===== config.mk =====
export PLATFORM = sky130hd
export DESIGN_NAME = monitor_bus_arbiter
export DESIGN_NICKNAME = d
export VERILOG_FILES = /design/src/rtl/monitor_bus_arbiter.sv
export SDC_FILE = /design/constraint.sdc
export NUM_CORES = 1
export LEC_CHECK = 0
export ABC_AREA = 0
export CAP_MARGIN = 20
export CORE_ASPECT_RATIO = 0.9
export CORE_MARGIN = 5
export CORE_UTILIZATION = 35
export DETAILED_ROUTE_END_ITERATION = 12
export GPL_TIMING_DRIVEN = 0
export PLACE_DENSITY_LB_ADDON = 0.08
export SLEW_MARGIN = 20
export SYNTH_ARGS = -nofsm -noshare
export SYNTH_HDL_FRONTEND = slang
export SYNTH_SLANG_ARGS = --single-unit

===== constraint.sdc =====
create_clock -name clk -period 2.9 [get_ports clk]
set_clock_uncertainty 0.05 [all_clocks]
set_input_delay 0.29 -clock clk [delete_from_list [all_inputs] [get_ports clk]]
set_output_delay 0.29 -clock clk [all_outputs]
set_load 0.02 [all_outputs]

===== src/rtl/monitor_bus_arbiter.sv =====
// monitor_bus_arbiter: shares the monitor bus between the CPU (default owner) and a host debug bridge.
// Define MONITOR_ARB_STATS_EN to count forced CPU stalls on stat_forced.
module monitor_bus_arbiter #(
  parameter int HOST_MAX_WAIT = 15,
  parameter int WAIT_W = 4
) (
  input  logic        clk,
  input  logic        reset,
  input  logic        cpu_valid,
  input  logic [15:0] cpu_address,
  input  logic        cpu_write,
  input  logic [7:0]  cpu_wdata,
  output logic        cpu_rdy,
  output logic [7:0]  cpu_rdata,
  input  logic        host_req,
  input  logic [15:0] host_address,
  input  logic        host_write,
  input  logic [7:0]  host_wdata,
  output logic        host_ack,
  output logic [7:0]  host_rdata,
  output logic [15:0] bus_address,
  output logic        bus_write,
  output logic [7:0]  bus_wdata,
  input  logic [7:0]  bus_rdata,
  output logic        grant_host,
  output logic [15:0] stat_forced
);
  localparam logic [WAIT_W-1:0] MAX_W = WAIT_W'(HOST_MAX_WAIT);
  logic              host_ack_q;
  logic              cpu_pend;
  logic [WAIT_W-1:0] wait_cnt;
  logic [7:0]        cpu_rdata_q;
  logic [7:0]        host_rdata_q;
  assign grant_host  = ~reset & host_req & ~host_ack_q & (~cpu_valid | wait_cnt == MAX_W);
  assign cpu_rdy     = ~grant_host;
  assign bus_address = grant_host ? host_address : cpu_address;
  assign bus_wdata   = grant_host ? host_wdata : cpu_wdata;
  assign bus_write   = grant_host ? host_write : cpu_write & cpu_valid;
  assign host_ack    = host_ack_q;
  // Read data arrives one cycle after the address; each side latches only its own.
  assign cpu_rdata   = cpu_pend ? bus_rdata : cpu_rdata_q;
  assign host_rdata  = host_ack_q ? bus_rdata : host_rdata_q;
  always_ff @(posedge clk or posedge reset)
    if (reset) begin
      host_ack_q   <= 1'b0;
      cpu_pend     <= 1'b0;
      wait_cnt     <= '0;
      cpu_rdata_q  <= 8'h00;
      host_rdata_q <= 8'h00;
    end else begin
      host_ack_q <= grant_host;
      cpu_pend   <= cpu_valid & ~grant_host;
      wait_cnt   <= (grant_host | ~host_req) ? '0 :
                    (cpu_valid & ~host_ack_q & wait_cnt != MAX_W) ? wait_cnt + WAIT_W'(1) : wait_cnt;
      if (cpu_pend) cpu_rdata_q <= bus_rdata;
      if (host_ack_q) host_rdata_q <= bus_rdata;
    end
`ifdef MONITOR_ARB_STATS_EN
  logic [15:0] stat_q;
  always_ff @(posedge clk or posedge reset)
    if (reset) stat_q <= 16'h0000;
    else if (grant_host & cpu_valid & ~&stat_q) stat_q <= stat_q + 16'h0001;
  assign stat_forced = stat_q;
`else
  assign stat_forced = 16'h0000;
`endif
endmodule


## Word-level counts from Yosys, hierarchy flattened

Cells that the tools add are included.

| cells by class | value |
|---|---|
| add/subtract/negate cells | 1 |
| multipliers | 0 |
| div/mod/pow operators | 0 |
| order comparisons | 0 |
| equality and inequality tests | 2 |
| shift-type cells | 0 |
| mux-type cells | 7 |
| bitwise logic cells | 14 |
| reductions and logical operators | 1 |

Operator list:

| kind | number |
|---|---|
| two-way mux 8 bit | 3 |
| two-way mux 16 bit | 1 |
| two-way mux 4 bit | 2 |
| AND 1 bit | 7 |
| NOT 1 bit | 5 |
| adder 4 x 1 -> 4 bit (second input constant) | 1 |
| == test 4 bit (second input constant) | 1 |
| != test 4 bit (second input constant) | 1 |
| bitwise OR 1 bit | 2 |
| nonzero test 2 bit | 1 |
| two-way mux 1 bit | 1 |

| word-level totals | value |
|---|---|
| flip-flop bits (word level) | 22 |
| latch bits | 0 |
| RAM bits | 0 |
| bits in read-only memories | 0 |
| bits of input ports | 62 |
| output and inout bits | 60 |
| logic and storage cells | 30 |
| memories kept | 0 |

## Longest topological paths before layout

Gate-level depths: netlist (run 1).

| logic depth | value |
|---|---|
| word-level depth | 6 |
| gate-level depth with buffers | 6 |
| mapped depth without buffers | 5 |

## Worst setup path after synthesis (run 1)

OpenSTA, ideal clock, no wires.

| timing | value |
|---|---|
| path kind | register to output |
| from | register wait_cnt[0] |
| to | output bus_write |
| arrival time | 1.736 ns |
| required time | 2.560 ns |
| setup slack | 0.824 ns |
| stages on the path, launching flop included | 7 |
| path buffers | 2 |
| path through | dfrtp_1 > ha_1 > a31oi_4 > nor4b_2 > buf_6 > buf_12 > mux2i_1 |

| between the ends | value |
|---|---|
| word-level cells in the longest chain between the ends | 4 |

Ends and longest elaborated chain:

| what | line | RTL |
|---|---|---|
| from (decl) | 31 | `logic [WAIT_W-1:0] wait_cnt;` |
| from (signal assigned) | 53 | `wait_cnt <= (grant_host \| ~host_req) ? '0 :` |
| == test 4 bit | 34 | `assign grant_host = ~reset & host_req & ~host_ack_q & (~cpu_valid \| wait_cnt == MAX_W);` |
| bitwise OR 1 bit | 34 |  |
| AND 1 bit | 34 |  |
| named net grant_host | 25 | `output logic grant_host,` |
| two-way mux 1 bit | 38 | `assign bus_write = grant_host ? host_write : cpu_write & cpu_valid;` |
| to (decl) | 22 | `output logic bus_write,` |

The timed path passes the listed nets, and every way through them passes these cells.

## Worst setup path in the final report (run 1)

| timing | value |
|---|---|
| from | register wait_cnt[0] |
| to | output bus_address[0] |

| between the ends | value |
|---|---|
| word-level cells in the longest chain between the ends | 4 |

Ends and longest elaborated chain:

| what | line | RTL |
|---|---|---|
| == test 4 bit | 34 |  |
| bitwise OR 1 bit | 34 |  |
| AND 1 bit | 34 |  |
| two-way mux 16 bit | 36 | `assign bus_address = grant_host ? host_address : cpu_address;` |
| to (decl) | 21 | `output logic [15:0] bus_address,` |

Every way passes these cells.

==> out/results.ini, run 1 <==
[run_status]
status = finished, final reports clean

[timing]
period_needed_ns = 2.778
layout_setup_ws_ns = 0.1220
tns_ns = 0
relSlewSlack_pct = 43.13
tightest_slew_ns = 0.8521
fin_worst_hold_slack_ns = 0.4493
fmax_ghz = 0.3600
slew_viol_final = 0
finalHoldViolCount = 0
setup_viol = 0
rsz0062_at_grt = no
fin_crit_sh_pct = 95.79

[floorplanning]
dieWidth_um = 77.65
dieArea_um2 = 5503
start_util_pct = 35.87
ios = 122
fp.coreArea_um2 = 4019
die_h_um = 70.88
num_rows = 22

[clocking]
cts_max_level = 1
insertion_delay_ns = 0.26
cts_buffers = 3
cts_root_buf = clkbuf_8
cts_num_sinks = 22
clockBufferDepth = 2
post_cts.repair.setup_buffers = 0
cts_tree = done
clkTransAtPathRegs_ns = 0.07

[drt]
vias = 1271
drt_iter0_markers = 24
drc_errors = 0
dr.pass1.iters = 4
routed_wl_um = 4429
wl_per_cell_um = 15.49
routed_via_density = 4.444
antenna_left = 0

[critical_path]
crit_chain = ha_2, a31oi_4, nor4b_2, buf_6, mux2_2, clkdlybuf4s50_1
worst_setup_path_end_kind = output port
cpPeakStageDelay_ns = 0.55
cp_data_arrival_time_ns = 2.44
worstPathRequired_ns = 2.56
r2r-start = wait_cnt[0]
worstPathMaxFanout = 10
crit_type = register to output port
cp-startpoint = wait_cnt[0]
start_kind = register
worst_path_max_delay_cell = clkdlybuf4s50_1

[finish]
antennaDiodeCount = 0
syn_to_final_growth_pct = 87.93
final_cell_mix = clkdlybuf4s50_1, mux2_2, dfrtp_1
fillers = 303
fin_cells = 286
nets = 302
multi_input_area_um2 = 752.0
final_common_cell = clkdlybuf4s50_1
drive_above_1_share_pct = 28.15
seq_area_um2 = 550.5

[placement]
dp_slack_ns = 0.05291
hpwl_um = 3690
place_inst = 282
io_buffers = 105
place_congestion = 0.8668

[power]
power.share.clock_pct = 20.9
p_seq_share_pct = 34.6
power.internal_mw = 0.7270
p_leak_nw = 1.299
ir_worst_vdd_v = 0.0003869
power_density_nw_per_um2 = 380.0
p_switching_mw = 0.3023
pwr-share-comb_pct = 44.5
p_sw_share_pct = 29.37
power.total_mw = 1.029

[min_path]
hold_class = register to register
min_from = host_rdata_q[1]

[yosys]
synth_edf_count = 0
synth_compound_area_share_pct = 4.948
synthXorXnorAreaFrac_pct = 0
synthSimpleGateAreaFrac_pct = 5.903
synth_top_family_by_area = multiplexers
synthesis.instances = 114
synth_seq_area_share_pct = 38.19
syn_avg_cell_area_um2 = 12.64
synthAdderAreaFrac_pct = 0.8681
synth_ff_type = dfrtp_1
syn_area_um2 = 1441
ys_ff_latch = 22
synth_warnings = 0
synth_cell_types = 28
async_flop_share_pct = 100.0
synth_mux_area_share_pct = 36.11

[grt]
antenna_found_initial = 0
grt_max_degree = 25
overflow = 0
grt_pass1_vias = 1305
grt_usage_pct = 14.95
grt_pass1_wl_um = 6824

[job]
cap_viol_max_count = 0

[power groups by stage]
stage / clock (mW) / combinational (mW) / sequential (mW)
global placement: 0 / 0.458 / 0.361
global route: 0.236 / 0.484 / 0.362
floorplan: 0 / 0.237 / 0.360
finish: 0.215 / 0.458 / 0.356
CTS: 0.220 / 0.466 / 0.357
detailed placement: 0 / 0.465 / 0.363
[what timing repair did]
item,in CTS,in global routing
hold buffers,0,0
endpoints found under the setup margin,16,17
pin swaps,0,0
gates resized for setup,1,17
[cell usage after synthesis, drive strengths merged (2+ instances only)]
cell type | instances | area [um2]
buf | 20 | 175.2
dfrtp | 22 | 550.5
inv | 5 | 18.77
mux2 | 40 | 510.5
nand2 | 3 | 11.26
nand3 | 3 | 15.01
nor2 | 3 | 11.26
nor2b | 2 | 12.51
[area by class of cell]
cell class	instances	share of cell area [%]
multi-input combinational	81	27.76
inverter	5	0.6928
tap	48	2.217
clock buffer	4	2.032
sequential	22	20.32
buffer	21	6.605
timing repair buffer	105	40.37
[per-layer routing]
| layer | GRT usage, % | vias to the layer above | share of wire (%) |
|---|---|---|---|
| met1 | 18.54 | 579 | 41 |
| met4 | 2.290 | 0 | 0.70 |
| met2 | 26.51 | 74 | 50 |
| met5 | 0 | - | 0 |
| li1 | - | 614 | - |
| met3 | 3.817 | 4 | 8.3 |
[registers in the layout, summed over array words and instances, names as in the netlist]
signal / flops
cpu_pend: 1
host_rdata_q: 8
cpu_rdata_q: 8
host_ack: 1
wait_cnt: 4
[final timing paths]
check                             endpoint  slack, ns  depth (start not counted)
setup / recovery            bus_address[0]       0.12                          6
hold / removal             host_rdata_q[1]       0.45                          1
setup reg to reg                  cpu_pend       1.27                          6
hold reg to reg            host_rdata_q[1]       0.45                          1
max in group asynchronous   cpu_rdata_q[5]       1.73                          2
min in group asynchronous         cpu_pend       0.55                          2
[per-stage QoR]
| stage | instance area [um2] | utilization [%] |
|---|---|---|
| 4_1_cts | 2666 | 66.35 |
| 3_5_place_dp | 2609 | 64.91 |
| 2_1_floorplan | 1498 | - |
| 5_1_grt | 2709 | 67.40 |
| 6_report | 2709 | 67.40 |
| 3_3_place_gp | 2609 | 64.91 |
[worst max-delay path: cells and delay by family, from the launching register on]
family / cells / cell delay [ns]
adders and majority gates: 1 / 0.26
muxes: 1 / 0.35
buffers and inverters: 2 / 0.76
and+or+nand+nor: 1 / 0.28
DFF: 1 / 0.40
AOI/OAI and AO/OA: 1 / 0.12
[cells by family (layout without fill, tap and decap cells)]
| family | after synthesis | after routing |
|---|---|---|
| compound gates | 8 | 8 |
| fa+ha+maj | 1 | 1 |
| buf+inv | 26 | 135 |
| flops | 22 | 22 |
| mux | 41 | 41 |
| other cells | 1 | 16 |
| simple gates | 15 | 15 |
Power figures use the tool's default switching activity.
==> run 2, diff against run 1 <==
--- a/config.mk
+++ b/config.mk
@@ -9,7 +9,8 @@
 export CAP_MARGIN = 20
 export CORE_ASPECT_RATIO = 0.9
 export CORE_MARGIN = 5
-export CORE_UTILIZATION = 35
+export CORE_UTILIZATION = 36
+export CTS_BUF_LIST = sky130_fd_sc_hd__clkbuf_8
 export DETAILED_ROUTE_END_ITERATION = 12
 export GPL_TIMING_DRIVEN = 0
 export PLACE_DENSITY_LB_ADDON = 0.08
==> out/results.ini, run 2 (same netlist as run 1, synthesis figures left out) <==
[finish]
antennaDiodeCount = 0  ; unchanged
stdcell_area_um2 = 2730  ; +0.79%
reg_top3 = cpu_rdata_q x8, host_rdata_q x8, wait_cnt x4
fin_cells = 284  ; -0.70%
drive_above_1_share_pct = 28.15  ; unchanged
fillers = 272  ; -10%
final_cell_mix = clkdlybuf4s50_1, mux2_2, dfrtp_1
final_common_cell = clkdlybuf4s50_1
nets = 302  ; unchanged
syn_to_final_growth_pct = 89.41

[critical_path]
cp_data_arrival_time_ns = 2.50  ; +0.06 ns
r2r-start = wait_cnt[0]
crit_type = register to output port
start_kind = register
worst_setup_path_end_kind = output port
cp-startpoint = wait_cnt[0]
worstPathMaxFanout = 10  ; unchanged
worstPathRequired_ns = 2.56  ; about the same

[power]
ir_worst_vdd_v = 0.0005432  ; +40%
power_density_nw_per_um2 = 401.2  ; +5.6%
p_leak_nw = 1.298  ; -0.12%

[grt]
grt_max_degree = 25  ; unchanged
overflow = 0  ; unchanged
antenna_found_initial = 0  ; unchanged
grt_pass1_vias = 1335  ; +2.3%
grt_pass1_wl_um = 6858  ; +0.50%
grt_usage_pct = 15.49  ; +0.53 points

[run_status]
status = finished, final reports clean

[clocking]
cts_buffers = 3  ; unchanged
post_cts.repair.setup_buffers = 0  ; unchanged
cts_root_buf = clkbuf_8
insertion_delay_ns = 0.26  ; about the same
cts_num_sinks = 22  ; unchanged
clkTransAtPathRegs_ns = 0.08  ; about the same
cts_tree = done
cts_max_level = 1  ; unchanged
clockBufferDepth = 2  ; unchanged

[placement]
place_inst = 280  ; -0.71%
hpwl_um = 3697  ; +0.17%
place_congestion = 0.8747  ; +0.91%
dpl-instance-area_um2 = 2606  ; about the same
io_buffers = 105  ; unchanged

[timing]
fmax_ghz = 0.3519  ; -2.2%
slew_viol_final = 0  ; unchanged
rsz0062_at_grt = no
relSlewSlack_pct = 43.47  ; +0.34 points
setup_viol = 0  ; unchanged
finalHoldViolCount = 0  ; unchanged
tns_ns = 0  ; unchanged
period_needed_ns = 2.842  ; +0.06379 ns
fin_crit_sh_pct = 97.99  ; +2.2 points
tightest_slew_ns = 0.8470  ; -0.005114 ns

[drt]
dr.pass1.iters = 4  ; unchanged
drc_errors = 0  ; unchanged
routed_wl_um = 4388  ; -0.93%
routed_via_density = 4.468  ; +0.55%
antenna_left = 0  ; unchanged
drt_iter0_markers = 23  ; -4.2%
wl_per_cell_um = 15.45  ; -0.23%
vias = 1269  ; -0.16%

[floorplanning]
fp.coreArea_um2 = 3784  ; -5.9%
num_rows = 21  ; -4.5%
die_h_um = 70.03  ; -1.2%
dieArea_um2 = 5371  ; -2.4%
start_util_pct = 38.10  ; +2.2 points
dieWidth_um = 76.70  ; -1.2%
ios = 122  ; unchanged

[min_path]
min_from = cpu_rdata_q[6]
hold_class = register to register

[job]
cap_viol_max_count = 0  ; unchanged

## run 2: changes by cell type in the layout (fill, tap and decap cells not counted)
cell | before | now
clkdlybuf4s50_1 | 88 | 89
bufinv_16 | 0 | 1
ha_2 | 1 | 0
clkbuf_8 | 4 | 3
ha_4 | 0 | 1
dlymetal6s2s_1 | 17 | 16
## run 2: power by group
| part | internal, mW | leakage, nW | switching [mW] |
|---|---|---|---|
| Clock | 0.184 | 0.0357 | 0.0981 |
| Sequential | 0.346 | 0.269 | 0.0118 |
| Combinational | 0.261 | 0.994 | 0.195 |
## run 2: routing by layer
layer  GRT usage [%]  wire length [um]  up-vias  share of wire (%)
met3           5.141               332        4                7.6
met1           16.76              1627      581                 37
li1                -                 -      615                  -
met4           2.330                41        0               0.93
met5               0                 0        -                  0
met2           29.41              2386       69                 54
## run 2: layout make-up
type	count	area, um2	area share, %
timing repair buffer	105	1091	39.96
clock buffer	3	41.29	1.512
tap	46	57.56	2.108
buffer	21	178.9	6.554
clock inverter	1	30.03	1.100
inverter	5	18.77	0.6874
sequential	22	550.5	20.16
multi-input combinational	81	762.0	27.91
## run 2: stage by stage
| step | total power, mW | hold slack [ns] | util [%] | setup WS, ns |
|---|---|---|---|---|
| CTS | 1.108 | 0.4556 | 70.83 | 0.008785 |
| floorplan | 0.5967 | 0.2462 | - | 0.8235 |
| detailed placement | 0.8256 | 0.4365 | 68.88 | 0.05882 |
| global route | 1.145 | 0.4785 | 72.16 | 0.001728 |
| global placement | 0.8174 | 0.4294 | 68.88 | 0.09707 |
| finish | 1.095 | 0.4496 | 72.16 | 0.05823 |
## run 2: final timing paths
| check | endpoint | slack (ns) | cells past startpoint |
|---|---|---|---|
| worst max-delay path | bus_address[11] | 0.06 | 7 |
| worst min-delay path | cpu_rdata_q[6] | 0.45 | 1 |
| worst max register to register | cpu_pend | 1.29 | 6 |
| worst min register to register | cpu_rdata_q[6] | 0.45 | 1 |
| max in group asynchronous | cpu_rdata_q[6] | 1.75 | 2 |
| min in group asynchronous | wait_cnt[0] | 0.53 | 2 |
## run 2: critical path: stages (launching register included)
cell and delay, ns:
dfrtp_1 0.45, ha_4 0.20, a31oi_4 0.12, nor4b_2 0.27, buf_6 0.21, buf_12 0.16
mux2_4 0.29, clkdlybuf4s50_1 0.53
## run 2: timing repair
action | in CTS | in global routing
hold buffers | 0 | 0
gates resized for setup | 1 | 17
setup endpoints to repair | 16 | 17
